## src/rtl/mem_arbiter.sv

```systemverilog
// mem_arbiter: two-port round-robin arbiter in front of a single-port-per-direction
// memory. Reads return one cycle after grant; an optional zero-fill sweep runs
// after reset before any request is accepted.
module mem_arbiter #(
  parameter int ADDR_WIDTH     = 16,
  parameter int DATA_WIDTH     = 16,
  parameter bit CLEAR_ON_RESET = 1'b1
) (
  input  logic                  clock,
  input  logic                  reset_n,
  input  logic                  req_valid_0,
  input  logic                  req_valid_1,
  output logic                  req_ready_0,
  output logic                  req_ready_1,
  input  logic                  req_write_0,
  input  logic                  req_write_1,
  input  logic [ADDR_WIDTH-1:0] req_addr_0,
  input  logic [ADDR_WIDTH-1:0] req_addr_1,
  input  logic [DATA_WIDTH-1:0] req_wdata_0,
  input  logic [DATA_WIDTH-1:0] req_wdata_1,
  output logic                  resp_valid_0,
  output logic                  resp_valid_1,
  output logic [DATA_WIDTH-1:0] resp_data_0,
  output logic [DATA_WIDTH-1:0] resp_data_1,
  output logic                  busy,
  output logic [ADDR_WIDTH-1:0] mem_read_addr,
  output logic [ADDR_WIDTH-1:0] mem_write_addr,
  output logic [DATA_WIDTH-1:0] mem_write_data,
  output logic                  mem_write_ctrl,
  input  logic [DATA_WIDTH-1:0] mem_read_out
);

  typedef enum logic {CLEAR, SERVE} state_t;

  localparam logic [ADDR_WIDTH:0] CLR_ONE = 1;

  state_t state, state_nxt;

  // one extra bit so the sweep counter cannot wrap back to 0 unnoticed
  logic [ADDR_WIDTH:0]            clr_addr;
  logic                           clr_last;
  logic                           rr;
  logic [1:0]                     resp_q;     // port that was granted a read last cycle
  logic [ADDR_WIDTH-1:0]          rd_addr_q;  // read address held between grants

  // per-port request fields packed so the granted port can be indexed
  logic [1:0]                     vld, wr, gnt;
  logic [1:0][ADDR_WIDTH-1:0]     addr;
  logic [1:0][DATA_WIDTH-1:0]     wdata;
  logic                           gnt_port;

  assign vld   = {req_valid_1, req_valid_0};
  assign wr    = {req_write_1, req_write_0};
  assign addr  = {req_addr_1, req_addr_0};
  assign wdata = {req_wdata_1, req_wdata_0};

  assign clr_last = (clr_addr[ADDR_WIDTH-1:0] == {ADDR_WIDTH{1'b1}});

  // next state and grant: a single grant per cycle, rr breaks ties
  always_comb begin
    state_nxt = state;
    gnt       = 2'b00;
    gnt_port  = 1'b0;
    case (state)
      CLEAR: if (clr_last) state_nxt = SERVE;
      SERVE: begin
        if (vld[0] && vld[1]) begin
          gnt_port = rr;
          gnt[rr]  = 1'b1;
        end else if (vld[0]) begin
          gnt[0]   = 1'b1;
        end else if (vld[1]) begin
          gnt_port = 1'b1;
          gnt[1]   = 1'b1;
        end
      end
      default: state_nxt = SERVE;
    endcase
    if (!reset_n) gnt = 2'b00;
  end

  // memory drive: sweep writes in CLEAR, granted request in SERVE
  always_comb begin
    mem_write_ctrl = 1'b0;
    mem_write_addr = addr[gnt_port];
    mem_write_data = wdata[gnt_port];
    mem_read_addr  = rd_addr_q;
    if (state == CLEAR) begin
      mem_write_ctrl = reset_n;
      mem_write_addr = clr_addr[ADDR_WIDTH-1:0];
      mem_write_data = '0;
    end else if (|gnt) begin
      if (wr[gnt_port]) mem_write_ctrl = 1'b1;
      else              mem_read_addr  = addr[gnt_port];
    end
  end

  assign req_ready_0  = gnt[0];
  assign req_ready_1  = gnt[1];
  assign resp_valid_0 = resp_q[0] & reset_n;
  assign resp_valid_1 = resp_q[1] & reset_n;
  assign resp_data_0  = mem_read_out;
  assign resp_data_1  = mem_read_out;
  assign busy         = reset_n ? (state == CLEAR) : CLEAR_ON_RESET;

  // state, sweep counter, round-robin pointer and response flags
  always_ff @(posedge clock) begin
    if (!reset_n) begin
      state     <= CLEAR_ON_RESET ? CLEAR : SERVE;
      clr_addr  <= '0;
      rr        <= 1'b0;
      resp_q    <= 2'b00;
      rd_addr_q <= '0;
    end else begin
      state     <= state_nxt;
      if (state == CLEAR) clr_addr <= clr_addr + CLR_ONE;
      if (|gnt) rr <= ~gnt_port;
      resp_q    <= gnt & ~wr;
      rd_addr_q <= mem_read_addr;
    end
  end

endmodule

```

## config.mk

```make
export PLATFORM = sky130hd
export DESIGN_NAME = mem_arbiter
export DESIGN_NICKNAME = d
export VERILOG_FILES = /design/src/rtl/mem_arbiter.sv
export SDC_FILE = /design/constraint.sdc
export NUM_CORES = 1
export LEC_CHECK = 0
export ABC_CLOCK_PERIOD_IN_PS = 6200
export BUFFER_PORTS_ARGS = -buffer_cell sky130_fd_sc_hd__buf_2
export CAP_MARGIN = 15
export CORE_ASPECT_RATIO = 1.4
export CORE_UTILIZATION = 30
export DETAILED_ROUTE_END_ITERATION = 16
export PLACE_DENSITY = 0.62
export SLEW_MARGIN = 10
export SYNTH_ARGS = -nofsm -noshare
export SYNTH_HDL_FRONTEND = slang
export SYNTH_SLANG_ARGS = --single-unit
```

## constraint.sdc

```tcl
create_clock -name clock -period 6.2 [get_ports clock]
set_input_delay 1.55 -clock clock [delete_from_list [all_inputs] [get_ports clock]]
set_output_delay 1.55 -clock clock [all_outputs]
set_load 0.02 [all_outputs]
```

==> impl_summary.log <==
[metrics] remaining number of nets flagged by the antenna check after routing: 0
[metrics] Maximum Capacitance Violations: 0
[metrics] Peak supply drop: 0.000101 V
[metrics] count of routing violations after the opening detailed-route iteration: 102
[metrics] Syn Area/Cell: 8.59 sq um
[metrics] Worst setup EP type: primary output
[metrics] DIE WIDTH: 80.7 microns
[metrics] number of buffers on the longest clock path: 2
[metrics] power per unit of standard cell area: 170 mW/mm^2
[metrics] number of cells in the design after placement: 479
[metrics] Peak Freq: 0.192 GHz
[metrics] H-tree depth reported by CTS: 2
[metrics] Sum Neg Setup Slack: 0 ns
[metrics] cells along the critical path: buf_2 > inv_4 > nor4_4 > nor2_2 > o21a_1 > buf_2
[metrics] minimum setup slack in the final design: 0.996 ns
[metrics] worst hold-check path type: reg2reg
[metrics] final setup skew: 0.00430 ns
[metrics] standard cell core area: 0.00830 sq mm
[metrics] count of flip-flops with a built-in enable after synthesis: 0
[metrics] minimum setup slack after placement: 0.988 ns
[metrics] Arrival @ worst endpoint: 3.65 ns
[metrics] startpoint type of the worst setup path: primary input
[metrics] I/O pin cnt: 172
[metrics] Final setup viols: 0
[metrics] unrepaired setup endpoints after global routing: false
[metrics] Site Rows: 39
[metrics] biggest area contributors in the synthesized netlist: sky130_fd_sc_hd__dfxtp_1 28%, sky130_fd_sc_hd__buf_4 9.5%, sky130_fd_sc_hd__mux2_2 8.7%, sky130_fd_sc_hd__mux2_4 6.9%, sky130_fd_sc_hd__nand2_1 6.3%
[metrics] delay contributed by the slowest stage of the critical path: 0.72 ns
[metrics] global-route usage over all layers: 16.1%
[metrics] most numerous cell on the critical path: sky130_fd_sc_hd__buf_2
[metrics] Top Family by Delay on Critical Path: simple AND/OR/NAND/NOR gates
[metrics] CP max stage cell: sky130_fd_sc_hd__nor4_4
[metrics] post-detailed-placement cell area: 0.00302 sq mm
[metrics] share of cells above drive strength 1: 44.7%
[metrics] most instantiated cells after synthesis: 44 x sky130_fd_sc_hd__nand2_1, 36 x sky130_fd_sc_hd__dfxtp_1, 33 x sky130_fd_sc_hd__buf_4
[metrics] final instance area: 0.00317 sq mm
[metrics] Pins Over Slew Limit: 0
[metrics] share of the cycle needed by the critical path after routing: 83.9%
[metrics] number of storage elements in the synthesis netlist: 36
[metrics] largest driver fanout on the critical path: 27
[metrics] number of global-route vias before repair: 2211
[metrics] maximum number of pins on one net before global-route repair: 36
[metrics] synthesized netlist cell count: 303
[metrics] grt ovf: 0
[metrics] Synth-to-Final Area Change: 21.9%
[metrics] worst-skew pair later-pin latency: 0.28 ns
[metrics] number of vias per cell: 5.02
[metrics] TritonCTS clock tree: built
[metrics] GP Congestion: 0.816
[metrics] net count reported at finish: 471
[metrics] effective utilization at floorplan: 31.4%
[metrics] Total Power: 541 uW
[metrics] Worst EP required: 4.65 ns
[metrics] final hold vios: 0
[metrics] syn_nets: 390
[metrics] antenna violations before repair: 0
[metrics] sequential fraction of the synthesis area: 27.7%
[metrics] routed wire length per instance: 15.2 microns
[metrics] clock slew at the register clock pins of the worst setup and hold paths: 0.05 ns
[metrics] Worst slew margin: 36.4%
[metrics] cell type with the highest aggregate area in the netlist: sky130_fd_sc_hd__dfxtp_1
[metrics] vias post-DR: 2444
[metrics] min cycle time layout: 5.20 ns
[metrics] result of the run: finished, final reports clean
[metrics] WP buf/inv: 3
[metrics] area fraction of the dominant cell type after synthesis: 27.7%
[metrics] Synth Flop Type: sky130_fd_sc_hd__dfxtp_1
[metrics] Setup CP Type: in2out
[metrics] DIE AREA: 0.00906 sq mm
[metrics] Post-Synthesis Cell Area: 0.00260 sq mm
[metrics] proportion of synthesized flip-flops having asynchronous set or reset: 0%
[metrics] CTS sink cnt: 36
[metrics] Worst Max-Slew Pin Slew: 0.950 ns
[metrics] number of buffers inserted during clock tree synthesis: 5
[metrics] Detail Placement HPWL: 5880 microns
[metrics] synthesis warning total: 0
[metrics] total wire length: 7410 microns
[metrics] clk root buf: sky130_fd_sc_hd__clkbuf_16
[metrics] Post-route DRC: 0
[metrics] die height: 112 microns
[metrics] count of port buffers added during placement: 123
[metrics] number of setup buffers added after CTS: 0
[metrics] Final Non-Filler Cells: 487
[metrics] CTS hold repair buffers: 0
[metrics] count of antenna diodes in the layout: 0
[metrics] global-route wire length before repair: 11100 microns
[metrics] P_leak: 0.00182 uW
[metrics] cell with the most instances after synthesis: sky130_fd_sc_hd__nand2_1
[metrics] total iterations of the first detailed-routing run: 4
[metrics] Synth cell types: 43
[metrics] number of gates resized after cts: 0
==> flip-flops by register name, summed over array words and instances, names as in the netlist <==
signal,count
rd_addr_q,16
state,1
resp_q,2
rr,1
clr_addr,16
==> worst register-to-register path: cells and delay by family (launching register included) <==
kind | cells | cell delay (ns)
DFF | 1 | 0.50
AOI/OAI and AO/OA | 1 | 0.23
and+or+nand+nor | 3 | 1.14
buffers and inverters | 1 | 0.28
==> logic make-up (layout without fill, tap and decap cells) <==
group                      count (synthesis)  after routing  share of synthesized area (%)
and+or+nand+nor                          126            126                           24.8
adders and majority gates                  1              1                          0.481
AOI/OAI and AO/OA                         41             41                           13.2
xor gates and xnor gates                  10             10                           3.37
buffers and inverters                     53            135                           13.4
DFF                                       36             36                           27.7
muxes                                     36             36                           17.1
==> placed cells by master, fill, tap and decap left out, types with 5 or more instances in the layout <==
cell type and instances:
sky130_fd_sc_hd__clkbuf_16 5, sky130_fd_sc_hd__mux2_4 12, sky130_fd_sc_hd__o211a_1 16, sky130_fd_sc_hd__o21a_1 16, sky130_fd_sc_hd__dfxtp_1 36, sky130_fd_sc_hd__xor2_1 6, sky130_fd_sc_hd__mux2_2 20, sky130_fd_sc_hd__buf_2 123
sky130_fd_sc_hd__nand3_1 21, sky130_fd_sc_hd__nor2_1 17, sky130_fd_sc_hd__nand2_1 44, sky130_fd_sc_hd__or3_1 17
==> path summary, 6_finish.rpt <==
check / startpoint / endpoint / slack (ns) / depth (start not counted)
worst max register to register: state / rd_addr_q[11] / 3.95 / 5
worst max-delay path: reset_n / mem_read_addr[2] / 1.0 / 6
worst min register to register: clr_addr[14] / clr_addr[14] / 0.50 / 2
worst min-delay path: clr_addr[14] / clr_addr[14] / 0.50 / 2
==> metrics by stage <==
stage	hold WS, ns	util (%)
5_1_grt	0.533	38.3
2_1_floorplan	0.456	-
6_report	0.499	38.3
3_3_place_gp	0.482	36.4
4_1_cts	0.497	38.3
3_5_place_dp	0.490	36.4
==> metal layers <==
| layer | vias up | GRT usage (%) | part of all wire, % |
|---|---|---|---|
| li1 | 1187 | - | - |
| met4 | 0 | 7.26 | 2.6 |
| met5 | - | 0 | 0 |
| met1 | 1101 | 17.2 | 38 |
| met2 | 138 | 28.2 | 48 |
| met3 | 18 | 5.28 | 11 |
==> report_power, final <==
part	internal (uW)	switching, uW	leakage (uW)
Combinational	28.4	25.4	0.00146
Sequential	233	2.08	0.000290
Clock	160	91.7	0.0000701
Total	421	119	0.00182
==> cell type report <==
| type | count | area (sq um) |
|---|---|---|
| clock inverters | 1 | 7.51 |
| well taps | 102 | 128 |
| repair buffers | 125 | 631 |
| flip-flops and latches | 36 | 721 |
| multi-input cells | 214 | 1530 |
| inverters | 2 | 10.0 |
| fillers | 867 | 5120 |
| clock buffers | 7 | 143 |
No activity file was read; power rests on OpenSTA's default activity.
